<file path="src/rtl/exu_cordic_arb_pkg.sv">
// exu_cordic_arb_pkg
// Shared definitions for the CORDIC arbiter slice: FSM state encoding,
// default parameter values and a small index-width helper.
// No ports; imported by rr_arbiter and exu_cordic_arb.

package exu_cordic_arb_pkg;

    typedef enum logic [1:0] {
        ST_IDLE  = 2'd0,
        ST_WAIT  = 2'd1,
        ST_RESP  = 2'd2,
        ST_DRAIN = 2'd3
    } arb_state_e;

    localparam int DEFAULT_NREQ = 2;
    localparam int DEFAULT_XLEN = 32;
    localparam int DEFAULT_RIDX = 5;
    localparam int DEFAULT_TMO  = 64;

    // Width of an index selecting one of n items; never narrower than one bit.
    function automatic int idx_width(input int n);
        return (n > 1) ? $clog2(n) : 1;
    endfunction

endpackage

</file>
<file path="src/rtl/exu_cordic_arb_rr_arbiter.sv">
// rr_arbiter
// Parameterised round-robin grant. Scans the request vector starting at
// position ptr, wrapping modulo NREQ, and grants the first asserted request.
// Purely combinational; the caller owns and advances the pointer.
// Ports:
//   req   in  NREQ : request vector
//   ptr   in  PW   : index with highest priority this cycle (must be < NREQ)
//   grant out NREQ : one-hot grant, all zero when no request is asserted

module rr_arbiter
    import exu_cordic_arb_pkg::*;
#(
    parameter int NREQ = DEFAULT_NREQ,
    parameter int PW   = idx_width(NREQ)
) (
    input  logic [NREQ-1:0] req,
    input  logic [PW-1:0]   ptr,
    output logic [NREQ-1:0] grant
);

    // One extra bit so ptr+k can exceed NREQ-1 before being folded back.
    logic [PW:0] cand;
    logic        found;

    always_comb begin
        grant = '0;
        found = 1'b0;
        cand  = '0;
        for (int k = 0; k < NREQ; k++) begin
            cand = {1'b0, ptr} + (PW+1)'(k);
            if (cand >= (PW+1)'(NREQ)) begin
                cand = cand - (PW+1)'(NREQ);
            end
            if (!found && req[cand[PW-1:0]]) begin
                grant[cand[PW-1:0]] = 1'b1;
                found = 1'b1;
            end
        end
    end

endmodule

</file>
<file path="src/rtl/exu_cordic_arb.sv">
// exu_cordic_arb
// Shares one CORDIC execution unit among NREQ requesters. Issues one request
// at a time (round-robin), remembers which requester owns the outstanding
// operation, returns the result to it, and turns a unit that never answers
// into an error response after TMO cycles. A result that arrives after the
// watchdog fired is swallowed in DRAIN before the unit is reused.
// Ports:
//   clk, rst                 : clock, asynchronous active-high reset
//   req_vld/req_rdy          : per-requester issue handshake
//   req_angle/req_rdidx      : packed per-requester operands, slot i at [i*W +: W]
//   rsp_vld/rsp_rdy          : one-hot response valid toward the owner, per-requester accept
//   rsp_data/rsp_rdidx/rsp_err : shared response payload, err marks a watchdog expiry
//   cu_vld/cu_rdy/cu_angle/cu_rdidx : dispatch handshake toward exu_cordic
//   cu_rsp_vld/cu_rsp_rdy/cu_rsp_data : write-back handshake from exu_cordic
//   busy                     : an operation or its clean-up is in progress

module exu_cordic_arb
    import exu_cordic_arb_pkg::*;
#(
    parameter int NREQ = DEFAULT_NREQ,
    parameter int XLEN = DEFAULT_XLEN,
    parameter int RIDX = DEFAULT_RIDX,
    parameter int TMO  = DEFAULT_TMO
) (
    input  logic                 clk,
    input  logic                 rst,
    input  logic [NREQ-1:0]      req_vld,
    output logic [NREQ-1:0]      req_rdy,
    input  logic [NREQ*XLEN-1:0] req_angle,
    input  logic [NREQ*RIDX-1:0] req_rdidx,
    output logic [NREQ-1:0]      rsp_vld,
    input  logic [NREQ-1:0]      rsp_rdy,
    output logic [XLEN-1:0]      rsp_data,
    output logic [RIDX-1:0]      rsp_rdidx,
    output logic                 rsp_err,
    output logic                 cu_vld,
    input  logic                 cu_rdy,
    output logic [XLEN-1:0]      cu_angle,
    output logic [RIDX-1:0]      cu_rdidx,
    input  logic                 cu_rsp_vld,
    output logic                 cu_rsp_rdy,
    input  logic [XLEN-1:0]      cu_rsp_data,
    output logic                 busy
);

    localparam int PW = idx_width(NREQ);
    localparam int TW = idx_width(TMO);

    arb_state_e      state;
    logic [PW-1:0]   ptr;
    logic [PW-1:0]   owner;
    logic [PW-1:0]   g_idx;
    logic [NREQ-1:0] grant;
    logic [RIDX-1:0] rdidx_q;
    logic [XLEN-1:0] data_q;
    logic            err_q;
    logic            stale;
    logic [TW-1:0]   timer;
    logic            issue;

    rr_arbiter #(
        .NREQ (NREQ),
        .PW   (PW)
    ) u_rr_arbiter (
        .req   (req_vld),
        .ptr   (ptr),
        .grant (grant)
    );

    // Turn the one-hot grant into an index and steer that requester's operands.
    always_comb begin
        g_idx    = '0;
        cu_angle = '0;
        cu_rdidx = '0;
        for (int i = 0; i < NREQ; i++) begin
            if (grant[i]) begin
                g_idx    = PW'(i);
                cu_angle = req_angle[i*XLEN +: XLEN];
                cu_rdidx = req_rdidx[i*RIDX +: RIDX];
            end
        end
    end

    assign cu_vld     = (state == ST_IDLE) && (|req_vld);
    assign req_rdy    = (state == ST_IDLE && cu_rdy) ? grant : '0;
    assign issue      = cu_vld && cu_rdy;
    assign cu_rsp_rdy = (state == ST_WAIT) || (state == ST_DRAIN);
    assign busy       = (state != ST_IDLE);
    assign rsp_vld    = (state == ST_RESP) ? (NREQ'(1) << owner) : '0;
    assign rsp_data   = data_q;
    assign rsp_rdidx  = rdidx_q;
    assign rsp_err    = err_q;

    // Main sequencer. The timer counts the issue cycle as cycle 1, so reaching
    // TMO-1 in WAIT puts the error response on the bus exactly TMO cycles after
    // issue. A real result always beats a coincident timeout.
    always_ff @(posedge clk or posedge rst) begin
        if (rst) begin
            state   <= ST_IDLE;
            ptr     <= '0;
            owner   <= '0;
            rdidx_q <= '0;
            data_q  <= '0;
            err_q   <= 1'b0;
            stale   <= 1'b0;
            timer   <= '0;
        end else begin
            case (state)
                ST_IDLE: begin
                    if (issue) begin
                        owner   <= g_idx;
                        rdidx_q <= cu_rdidx;
                        ptr     <= (g_idx == PW'(NREQ-1)) ? '0 : g_idx + 1'b1;
                        timer   <= TW'(1);
                        state   <= ST_WAIT;
                    end
                end
                ST_WAIT: begin
                    if (timer != '1) begin
                        timer <= timer + 1'b1;
                    end
                    if (cu_rsp_vld) begin
                        data_q <= cu_rsp_data;
                        err_q  <= 1'b0;
                        state  <= ST_RESP;
                    end else if (timer == TW'(TMO-1)) begin
                        data_q <= '0;
                        err_q  <= 1'b1;
                        stale  <= 1'b1;
                        state  <= ST_RESP;
                    end
                end
                ST_RESP: begin
                    if (rsp_rdy[owner]) begin
                        state <= stale ? ST_DRAIN : ST_IDLE;
                    end
                end
                ST_DRAIN: begin
                    if (cu_rsp_vld) begin
                        stale <= 1'b0;
                        state <= ST_IDLE;
                    end
                end
                default: state <= ST_IDLE;
            endcase
        end
    end

endmodule

</file>
<file path="config.mk">
export PLATFORM = sky130hd
export DESIGN_NAME = exu_cordic_arb
export DESIGN_NICKNAME = d
export VERILOG_FILES = /design/src/rtl/exu_cordic_arb_pkg.sv /design/src/rtl/exu_cordic_arb_rr_arbiter.sv /design/src/rtl/exu_cordic_arb.sv
export SDC_FILE = /design/constraint.sdc
export NUM_CORES = 1
export LEC_CHECK = 0
export ABC_AREA = 1
export BUFFER_PORTS_ARGS = -buffer_cell sky130_fd_sc_hd__buf_2
export CELL_PAD_IN_SITES_DETAIL_PLACEMENT = 1
export CELL_PAD_IN_SITES_GLOBAL_PLACEMENT = 1
export CORE_AREA = 2 2 101 103
export DETAILED_ROUTE_END_ITERATION = 8
export DIE_AREA = 0 0 103 105
export GPL_TIMING_DRIVEN = 0
export PLACE_DENSITY = 0.81
export SETUP_SLACK_MARGIN = 0.4
export SLEW_MARGIN = 5
export SYNTH_ARGS = -nofsm -noshare
export SYNTH_HDL_FRONTEND = slang
export SYNTH_HIERARCHICAL = 1
export SYNTH_SLANG_ARGS = --single-unit
</file>
<file path="constraint.sdc">
create_clock -name clk -period 4 [get_ports clk]
set_input_delay 0.2 -clock clk [delete_from_list [all_inputs] [get_ports clk]]
set_output_delay 0.2 -clock clk [all_outputs]
set_load 0.005 [all_outputs]
</file>
==> results.sh <==
export IMPL_grt_antenna_before_repair=0
export IMPL_intPower_mw=1.29
export IMPL_rsz0062_at_grt="no"
export IMPL_initial_core_util_pct=28.7
export IMPL_avgRoutedWirePerCell_um=14.0
export IMPL_synth_area_um2=2770
export IMPL_cp_data_arrival_time_ns=1.91
export IMPL_grt_pass1_vias=3275
export IMPL_overflow=0
export IMPL_fillers=1358
export IMPL_globalplace_congestion=0.903
export IMPL_die_h_um=105
export IMPL_crit_path_start_kind="flip-flop"
export IMPL_layout_drive_gt1_share_pct=38.3
export IMPL_hold_path_class="in -> reg"
export IMPL_fin_crit_ns=2.11
export IMPL_ys_seq_elements=49
export IMPL_pwr_share_clk_pct=14.2
export IMPL_synth_cell_type_count=26
export IMPL_cts_setup_buffers=0
export IMPL_fin_skew_ns=0.00718
export IMPL_port_buffers=195
export IMPL_pwr_share_seq_pct=37.5
export IMPL_wl_um=10300
export IMPL_post_dp_hpwl_um=8360
export IMPL_syn_inst=396
export IMPL_viasPerCell=4.52
export IMPL_globalRouteTotalUtil_pct=19.2
export IMPL_crit_type="reg -> out"
export IMPL_drtIter0Drc=124
export IMPL_yosys_warnings=6
export IMPL_cts_root_buf="clkbuf_8"
export IMPL_finalSetupTns_ns=0
export IMPL_clock_fmax_mhz=473
export IMPL_slew_headroom_pct=68.8
export IMPL_grt_first_pass_wirelength_um=16500
export IMPL_area_growth_synth_to_final_pct=45.7
export IMPL_grt_max_degree=36
export IMPL_yosysSeqAreaShare_pct=44.3
export IMPL_slew_violations=0
export IMPL_num_vias=3313
export IMPL_hold_viol=0
export IMPL_path_max_fanout=10
export IMPL_dieWidth_um=103
export IMPL_syn_avg_cell_area_um2=6.98
export IMPL_dp_slack_ns=2.23
export IMPL_ios=196
export IMPL_combPwrFrac_pct=48.3
export IMPL_cts_buffers=5
export IMPL_endpoint_kind="output pin"
export IMPL_placed_area_um2=3930
export IMPL_cts_buffer_depth=2
export IMPL_core_area_um2=9640
export IMPL_swShare_pct=41.2
export IMPL_worstMarginPinSlew_ns=0.467
export IMPL_cts_reportedPaths_clkPinSlew_ns=0.09
export IMPL_cts_tree="done"
export IMPL_static_leakage_power_nw=2.47
export IMPL_synth_nets=511
export IMPL_antenna_cells=0
export IMPL_row_count=36
export IMPL_power_density_nw_per_um2=544
export IMPL_cts_htree_levels=2
export IMPL_drc_errors=0
export IMPL_setup_violations=0
export IMPL_clk_latency_ns=0.31
export IMPL_dieArea_um2=10800
export IMPL_p_switching_mw=0.904
export IMPL_cap_viol_max_count=0
export IMPL_clkSinkCount=49
export IMPL_drtPass1Iterations=4
export IMPL_place_inst=725
export IMPL_num_nets_final=715
export IMPL_setup_slack_ns=1.89
export IMPL_run_status="completed"
export IMPL_fin_crit_sh_pct=52.8
export IMPL_layout_cells_non_filler=733
export IMPL_critPathRequiredTime_ns=3.80
export IMPL_ant_nets=0
export IMPL_ir_worst_vdd_v=0.000273
export IMPL_fin_area_um2=4030
[layout by cell type (no fill, tap or decap)]
| master | instances |
|---|---|
| a21boi_2 | 1 |
| nand2_1 | 183 |
| buf_2 | 204 |
| buf_12 | 1 |
| nor3_1 | 1 |
| o21bai_1 | 1 |
| inv_1 | 18 |
| nor2_2 | 1 |
| nand3_2 | 1 |
| buf_1 | 6 |
| dfrtp_1 | 49 |
| inv_2 | 4 |
| ha_1 | 1 |
| clkbuf_8 | 6 |
| nor2_1 | 18 |
| nand2_4 | 2 |
| a21oi_1 | 3 |
| clkbuf_1 | 4 |
| buf_6 | 4 |
| nor2_4 | 1 |
| nand4_1 | 1 |
| o21ai_1 | 1 |
| o21a_1 | 1 |
| nor2_8 | 1 |
| dlygate4sd3_1 | 1 |
| nand3_1 | 75 |
| inv_4 | 1 |
| o21ai_0 | 7 |
| a21oi_2 | 2 |
| clkinvlp_4 | 1 |
[power by group through the flow]
stage                     Sequential (mW)  Clock, mW  Combinational [mW]
after floorplan                     0.835          0               0.569
after global placement              0.822          0                1.03
after detailed placement            0.832          0                1.08
after CTS                           0.824      0.318                1.08
after global routing                0.851      0.340                1.21
final                               0.822      0.311                1.06
[cells in the mapped netlist]
cell type | instances | area share, %
nor2_4 | 1 | 0.41
ha_1 | 1 | 0.45
inv_1 | 19 | 2.6
nand2_1 | 183 | 25
o21ai_1 | 1 | 0.18
nand4_1 | 1 | 0.23
nor2_1 | 18 | 2.4
nand3_1 | 75 | 14
a21oi_2 | 2 | 0.63
inv_2 | 3 | 0.41
clkbuf_1 | 4 | 0.54
dfrtp_1 | 49 | 44
nor2_8 | 1 | 0.72
o21bai_1 | 1 | 0.27
nor3_1 | 1 | 0.18
nand3_2 | 1 | 0.36
nor2_2 | 1 | 0.23
o21a_1 | 1 | 0.27
buf_6 | 4 | 1.6
o21ai_0 | 7 | 1.3
buf_1 | 6 | 0.81
a21boi_2 | 1 | 0.41
nand2_4 | 2 | 0.81
a21oi_1 | 3 | 0.54
buf_2 | 9 | 1.6
inv_4 | 1 | 0.23
[area by class of cell]
type                    instances  area [µm²]  area share, %
inverters                      23        88.8           2.21
flip-flops and latches         49        1230           30.4
clock buffers                   6        82.6           2.05
multi-input cells             301        1320           32.8
plain buffers                  23         128           3.17
well taps                     133         166           4.13
clock inverters                 1        7.51          0.186
repair buffers                197        1010           25.0
[metrics by stage]
| step | util [%] | hold WS (ns) | total power, mW |
|---|---|---|---|
| 6_report | 41.8 | 0.0850 | 2.19 |
| 3_5_place_dp | 40.7 | 0.202 | 1.91 |
| 4_1_cts | 41.8 | 0.0805 | 2.23 |
| 2_1_floorplan | - | 0.317 | 1.40 |
| 3_3_place_gp | 40.5 | 0.400 | 1.86 |
| 5_1_grt | 41.8 | 0.0851 | 2.40 |
[timing repair]
item / 4_1_cts / 5_1_grt
hold buffers: 1 / 0
hold endpoints to repair: 14 / 0
resized for setup: 0 / 0
[registers in the layout, indices dropped and copies added, names as in the netlist]
| register | flops |
|---|---|
| owner | 1 |
| ptr | 1 |
| rsp_data | 32 |
| rsp_err | 1 |
| rsp_rdidx | 5 |
| stale | 1 |
| state | 2 |
| timer | 6 |
[critical path, stage by stage (launching register included)]
cell,delay [ns]
dfrtp_1,0.41
inv_1,0.08
a21oi_2,0.05
inv_1,0.08
buf_2,0.21
buf_1,0.38
nand3_1,0.14
nand2_1,0.12
buf_2,0.12
[path summary, 6_finish.rpt]
check,end,depth (start not counted),startpoint,slack (ns)
min in group asynchronous,rsp_data[2],3,rst,0.40
setup reg to reg,rsp_data[5],7,timer[0],2.52
hold reg to reg,rsp_rdidx[1],2,rsp_rdidx[1],0.48
setup / recovery,cu_angle[29],8,ptr,1.89
max in group asynchronous,timer[5],4,rst,3.08
hold / removal,rsp_data[25],3,cu_rsp_data[25],0.08
[logic make-up (layout without fill, tap and decap cells)]
kind of cell	Yosys count	count (layout)	synth area share, %
AND/OR/NAND/NOR	284	284	43.8
flip-flops	49	49	44.3
buffers and inverters	46	250	7.83
AO/OA/AOI/OAI	16	16	3.57
adder cells (fa/ha/maj)	1	1	0.452
[metal layers]
metal / up-vias / GRT usage (%) / share of wire (%)
li1: 1650 / - / -
met1: 1580 / 25.4 / 43
met2: 67 / 31.6 / 51
met3: 16 / 3.88 / 3.6
met4: 0 / 4.98 / 1.9
met5: - / 0 / 0
Power figures use the tool's default switching activity.
